### src/rtl/pixel_stream_bridge_pkg.sv
`default_nettype none
// ============================================================================
// Module   : pixel_stream_bridge_pkg
// Brief    : Shared widths, FSM encoding and commit-entry helpers.
// Revision : 1.0 - initial release
// ============================================================================
package pixel_stream_bridge_pkg;

    localparam int c_PIX_W      = 12;
    localparam int c_ADDR_W     = 12;
    localparam int c_FIFO_DEPTH = 4;

    typedef enum logic [1:0] {
        ST_IDLE  = 2'd0,
        ST_RUN   = 2'd1,
        ST_DRAIN = 2'd2
    } state_t;

    // A commit entry is {pixel index, pixel value}, index in the upper bits.
    function automatic int entry_width(input int addr_w, input int pix_w);
        return addr_w + pix_w;
    endfunction

    localparam int c_ENTRY_W = entry_width(c_ADDR_W, c_PIX_W);

endpackage
`default_nettype wire

### src/rtl/pixel_fifo.sv
`default_nettype none
// ============================================================================
// Module   : pixel_fifo
// Brief    : Synchronous commit buffer; a push into a full buffer is accepted
//            when a pop happens in the same cycle, otherwise it is dropped.
// Revision : 1.0 - initial release
// ============================================================================
module pixel_fifo #(
    parameter int WIDTH = 24,
    parameter int DEPTH = 4
) (
    input  logic             clk,
    input  logic             rst_n,
    input  logic             i_push,
    input  logic [WIDTH-1:0] i_push_data,
    input  logic             i_pop,
    output logic [WIDTH-1:0] o_head,
    output logic             o_full,
    output logic             o_empty,
    output logic             o_drop
);

    // DEPTH must be a power of two, at least 2.
    localparam int            c_AW      = $clog2(DEPTH);
    localparam logic [c_AW:0] c_PTR_ONE = {{c_AW{1'b0}}, 1'b1};

    logic [WIDTH-1:0] r_mem [DEPTH];
    logic [c_AW:0]    r_wr_ptr;
    logic [c_AW:0]    r_rd_ptr;
    logic             w_do_push;
    logic             w_do_pop;

    // Extra pointer MSB distinguishes full from empty when the indices match.
    assign o_empty   = (r_wr_ptr == r_rd_ptr);
    assign o_full    = (r_wr_ptr[c_AW] != r_rd_ptr[c_AW]) &&
                       (r_wr_ptr[c_AW-1:0] == r_rd_ptr[c_AW-1:0]);
    assign w_do_pop  = i_pop && !o_empty;
    assign w_do_push = i_push && (!o_full || w_do_pop);
    assign o_drop    = i_push && o_full && !w_do_pop;
    assign o_head    = r_mem[r_rd_ptr[c_AW-1:0]];

    always_ff @(posedge clk) begin
        if (w_do_push) begin
            r_mem[r_wr_ptr[c_AW-1:0]] <= i_push_data;
        end
    end

    always_ff @(posedge clk) begin
        if (!rst_n) begin
            r_wr_ptr <= '0;
            r_rd_ptr <= '0;
        end else begin
            if (w_do_push) begin
                r_wr_ptr <= r_wr_ptr + c_PTR_ONE;
            end
            if (w_do_pop) begin
                r_rd_ptr <= r_rd_ptr + c_PTR_ONE;
            end
        end
    end

endmodule
`default_nettype wire

### src/rtl/pixel_stream_bridge.sv
`default_nettype none
// ============================================================================
// Module   : pixel_stream_bridge
// Brief    : Feeds ROM pixels to the processor and commits its output pixels
//            to a frame buffer each time the processor's pixel index moves.
// Revision : 1.0 - initial release
// ============================================================================
module pixel_stream_bridge
    import pixel_stream_bridge_pkg::*;
#(
    parameter int PIX_W      = c_PIX_W,
    parameter int ADDR_W     = c_ADDR_W,
    parameter int FIFO_DEPTH = c_FIFO_DEPTH
) (
    input  logic              clk,
    input  logic              rst_n,
    input  logic              start,
    input  logic [ADDR_W-1:0] index,
    input  logic [PIX_W-1:0]  regout,
    output logic [ADDR_W-1:0] img_addr,
    output logic [ADDR_W-1:0] wtr_addr,
    input  logic [PIX_W-1:0]  img_data,
    input  logic [PIX_W-1:0]  wtr_data,
    output logic [PIX_W-1:0]  imagein,
    output logic [PIX_W-1:0]  waterin,
    output logic              fb_valid,
    input  logic              fb_ready,
    output logic [ADDR_W-1:0] fb_addr,
    output logic [PIX_W-1:0]  fb_data,
    output logic              busy,
    output logic              done,
    output logic              overflow,
    output logic [7:0]        frame_count
);

    localparam int c_ENT_W = entry_width(ADDR_W, PIX_W);

    state_t              r_state;
    state_t              w_next_state;
    logic [ADDR_W-1:0]   r_prev_index;
    logic [PIX_W-1:0]    r_imagein;
    logic [PIX_W-1:0]    r_waterin;
    logic                r_overflow;
    logic                r_done;
    logic [7:0]          r_frame_count;

    logic                w_run;
    logic                w_commit;
    logic                w_last;
    logic                w_pop;
    logic                w_full;
    logic                w_empty;
    logic                w_drop;
    logic                w_start_frame;
    logic                w_frame_end;
    logic [c_ENT_W-1:0]  w_push_data;
    logic [c_ENT_W-1:0]  w_head;

    assign w_run       = (r_state == ST_RUN);
    // Any index change commits the pixel produced for the previous index.
    assign w_commit    = w_run && (index != r_prev_index);
    assign w_last      = &r_prev_index;
    assign w_push_data = {r_prev_index, regout};
    assign w_pop       = fb_valid && fb_ready;

    pixel_fifo #(
        .WIDTH (c_ENT_W),
        .DEPTH (FIFO_DEPTH)
    ) u_fifo (
        .clk         (clk),
        .rst_n       (rst_n),
        .i_push      (w_commit),
        .i_push_data (w_push_data),
        .i_pop       (w_pop),
        .o_head      (w_head),
        .o_full      (w_full),
        .o_empty     (w_empty),
        .o_drop      (w_drop)
    );

    always_ff @(posedge clk) begin
        if (!rst_n) begin
            r_state <= ST_IDLE;
        end else begin
            r_state <= w_next_state;
        end
    end

    always_comb begin
        w_next_state  = r_state;
        w_start_frame = 1'b0;
        w_frame_end   = 1'b0;
        case (r_state)
            ST_IDLE: begin
                if (start) begin
                    w_next_state  = ST_RUN;
                    w_start_frame = 1'b1;
                end
            end
            ST_RUN: begin
                if (w_commit && w_last) begin
                    w_next_state = ST_DRAIN;
                end
            end
            ST_DRAIN: begin
                if (w_empty) begin
                    w_next_state = ST_IDLE;
                    w_frame_end  = 1'b1;
                end
            end
            default: begin
                w_next_state = ST_IDLE;
            end
        endcase
    end

    always_ff @(posedge clk) begin
        if (!rst_n) begin
            r_prev_index  <= '0;
            r_overflow    <= 1'b0;
            r_done        <= 1'b0;
            r_frame_count <= 8'd0;
        end else begin
            r_done <= w_frame_end;
            if (w_start_frame || w_commit) begin
                r_prev_index <= index;
            end
            if (w_start_frame) begin
                r_overflow <= 1'b0;
            end else if (w_drop) begin
                r_overflow <= 1'b1;
            end
            if (w_frame_end) begin
                r_frame_count <= r_frame_count + 8'd1;
            end
        end
    end

    // ROM data lags its address by one cycle, so pixels land here two cycles after an index change.
    always_ff @(posedge clk) begin
        if (!rst_n) begin
            r_imagein <= '0;
            r_waterin <= '0;
        end else if (w_run) begin
            r_imagein <= img_data;
            r_waterin <= wtr_data;
        end
    end

    assign img_addr    = w_run ? index : '0;
    assign wtr_addr    = w_run ? index : '0;
    assign imagein     = r_imagein;
    assign waterin     = r_waterin;
    assign fb_valid    = !w_empty;
    assign fb_addr     = w_head[c_ENT_W-1 -: ADDR_W];
    assign fb_data     = w_head[PIX_W-1:0];
    assign busy        = (r_state != ST_IDLE);
    assign done        = r_done;
    assign overflow    = r_overflow;
    assign frame_count = r_frame_count;

endmodule
`default_nettype wire

### config.mk
export PLATFORM = sky130hd
export DESIGN_NAME = pixel_stream_bridge
export DESIGN_NICKNAME = d
export VERILOG_FILES = /design/src/rtl/pixel_stream_bridge_pkg.sv /design/src/rtl/pixel_fifo.sv /design/src/rtl/pixel_stream_bridge.sv
export SDC_FILE = /design/constraint.sdc
export NUM_CORES = 1
export LEC_CHECK = 0
export ABC_AREA = 1
export CORE_MARGIN = 5
export CORE_UTILIZATION = 45
export CTS_CLUSTER_DIAMETER = 30
export DETAILED_ROUTE_END_ITERATION = 10
export DONT_BUFFER_PORTS = 1
export GPL_TIMING_DRIVEN = 1
export PLACE_DENSITY = 0.68
export SLEW_MARGIN = 0
export SYNTH_ARGS = -nofsm -noshare
export SYNTH_HDL_FRONTEND = slang
export SYNTH_SLANG_ARGS = --single-unit
### constraint.sdc
create_clock -name clk -period 3.4 [get_ports clk]
set_input_delay 0.34 -clock clk [delete_from_list [all_inputs] [get_ports clk]]
set_output_delay 0.34 -clock clk [all_outputs]
set_load 0.01 [all_outputs]
==> run metrics <==
outcome finished, final reports clean; Cells after Synth 622; worst reg2reg path endpoint u_fifo.r_mem[3][11]$_DFFE_PP_; wire per inst 16.5 µm; HP Class in -> reg; Worst-Margin Slew 0.890 ns; All-Layer GR Usage 17.1%; arrival time at the worst endpoint 2.12 ns; n_diodes 0; hold depth 2; vias per cell 5.31; CTS resizes 0; top cells by area, synth edfxtp_1, dfxtp_1, nor2_1; Longest Clk Path Bufs 2; Post-Syn Nets 680; Crit path largest cell delay 0.50 ns; Tcrit/Tclk final 72.5%; Post-Route WL 13.6 mm; Mapped Avg Cell Area 10.1 µm²; predominant post-synthesis flop cell edfxtp_1; Ys Warns 0; Hold Fails Final Rpt 0; pwr dens 656 nW/µm²; Synth area leader edfxtp_1; Setup-failing EPs final 0; final setup TNS 0 ns; io pins 136; Rows 43; synthesized area 6250 µm²; most common cell in the netlist nor2_1; Clock Sinks 152; largest net degree at the start of global routing 49; global-route wire length before repair 21.8 mm; Critical R2R Launch r_state[0]$_SDFFE_PN0P_; chip width 128 µm; Slew Viols, Final 0; crit-path cells inv_1, nor2_4, clkinv_1, buf_4, nor2_1; vias in the first global route 4296; GP Congestion 0.773; Hold Crit Start rst_n; FF+latch count, synth 152; Vias 4368; worst skew pair latency 0.42 ns; worst endpoint required time 3.06 ns; critical path class reg -> out; Num CTS Buffers 17; die span in y 128 µm; Pre-antenna DRT Iters 4; Buf/Inv on CP 3; Synth top cells by count nor2_1, edfxtp_1, o21ai_0; worst relative slew slack 40.5%; deepest level of the CTS H-tree 4; top cell type's share of synthesized area 46.1%; sequential fraction of the synthesis area 64.0%; Crit Path Max Fanout 36; fraction of registers with async set/reset 0%; delay-heaviest family, CP simple AND/OR/NAND/NOR gates; Reg2Reg Setup Slack 1.27 ns; LEAKAGE 2.69 nW; core footprint 13800 µm²; number of port buffers 0; final instance area 7100 µm²; initial antenna violation count 0; die area 16400 µm²; Hold Path End r_prev_index[10]$_SDFFE_PN0P_; Final HPWL DP 8.98 mm; fmax 406 MHz; VDD IR-drop max 0.000393 V; post-synth cell types 31; CTS tree yes; Worst Reg-to-Reg Cells 5; RSZ-0062 raised after global routing false; Critical Path Start Type flip-flop; max-capacitance violation count 0; GRT overflow 0; area delta synth->final 13.5%; antenna-violating nets left 0; Worst-path clk slew 0.06 ns; Starting Density 45.4%; share of post-route cells with drive strength above 1 9.97%; residual DRC count 0; dpl cell area 6380 µm²; # nets final 687; shortest period the worst path allows 2.46 ns; crit end category primary output; root buf cell clkbuf_16; Layout Skew 0.00846 ns; DRT iter0 DRCs 232; CP max stage cell nor2_4; Post-synth EDFFs 96
[kinds of logic (layout without fill, tap and decap cells)]
logic type / count (synthesis) / count (layout) / share of synthesized area, %
AO/OA/AOI/OAI: 126 / 126 / 10.7
buffers and inverters: 87 / 107 / 6.34
flip-flops: 152 / 152 / 64.0
XOR/XNOR: 11 / 11 / 1.66
AND/OR/NAND/NOR: 240 / 240 / 16.1
adder cells (fa/ha/maj): 6 / 6 / 1.20
[power breakdown]
part / total (W) / internal (W) / leakage [nW] / switching (W)
logic: 0.000648 / 0.000185 / 1.06 / 0.000463
clock network: 0.00185 / 0.00115 / 0.286 / 0.000707
registers: 0.00215 / 0.00207 / 1.34 / 0.0000829
total: 0.00466 / 0.00340 / 2.69 / 0.00125
[timing repair]
item / CTS / global route
setup buffers: 0 / 0
hold buffers: 11 / 2
endpoints found under the hold margin: 43 / 5
[worst max path at each step]
stage / startpoint / to / slack [ns] / cells past startpoint
floorplan: u_fifo.r_rd_ptr[0]$_SDFFE_PN0N_ / u_fifo.r_mem[0][0]$_DFFE_PP_ / 1.01 / 5
global placement: r_state[0]$_SDFFE_PN0P_ / u_fifo.r_mem[3][2]$_DFFE_PP_ / 1.34 / 5
detailed placement: r_state[0]$_SDFFE_PN0P_ / u_fifo.r_mem[3][11]$_DFFE_PP_ / 1.28 / 5
CTS: r_state[0]$_SDFFE_PN0P_ / img_addr[4] / 0.91 / 5
global route: r_state[0]$_SDFFE_PN0P_ / img_addr[4] / 0.72 / 5
finish: r_state[0]$_SDFFE_PN0P_ / img_addr[4] / 0.94 / 5
[through the flow]
stage                     hold slack (ns)  total power [W]  cells  utilization [%]  setup WS, ns
after global routing               0.0238          0.00488    822             51.6         0.717
after global placement              0.439          0.00281    777             46.4          1.34
after floorplan                     0.439          0.00268    622                -          1.01
after detailed placement            0.439          0.00284    777             46.4          1.28
after CTS                       0.0000948          0.00471    820             51.4         0.911
final                              0.0454          0.00466    822             51.6         0.937
[registers in the layout, summed over array words and instances (netlist names), named ones only]
| register | cells |
|---|---|
| r_prev_index | 12 |
| overflow | 1 |
| u_fifo.r_rd_ptr | 3 |
| u_fifo.r_wr_ptr | 3 |
| done | 1 |
| waterin | 12 |
| u_fifo.r_mem | 96 |
| r_state | 2 |
| imagein | 12 |
| frame_count | 8 |
[metal layers]
metal,global-route usage [%],vias to the layer above,wire (µm)
li1,-,2113,-
met1,20.2,2084,5600
met2,27.9,157,6600
met3,7.50,14,1190
met4,5.56,0,158
met5,0,-,0
[cell type report]
cell class                      count  area, µm²
Fill cell                        1256       6670
Timing Repair Buffer               29        250
Sequential cell                   152       4000
Tap cell                          180        225
Multi-Input combinational cell    383       1860
Inverter                           46        173
Clock buffer                       19        433
Clock inverter                     13        153
[placed cells by master, fill, tap and decap left out, types with 3 or more instances in the layout]
cell / n
nor2_1: 133
edfxtp_1: 96
o21ai_0: 74
nand2_1: 65
dfxtp_1: 56
inv_1: 40
o22ai_1: 24
a21oi_1: 23
nand3_1: 20
clkbuf_16: 17
buf_4: 16
dlygate4sd3_1: 13
xnor2_1: 7
nand4_1: 7
ha_1: 6
inv_2: 5
nor2_2: 5
clkinv_1: 3
xor2_1: 3
o21ai_1: 3
bufinv_16: 3
clkinv_4: 3
clkinv_2: 3
Note: power is estimated with default switching activity, not from simulation.
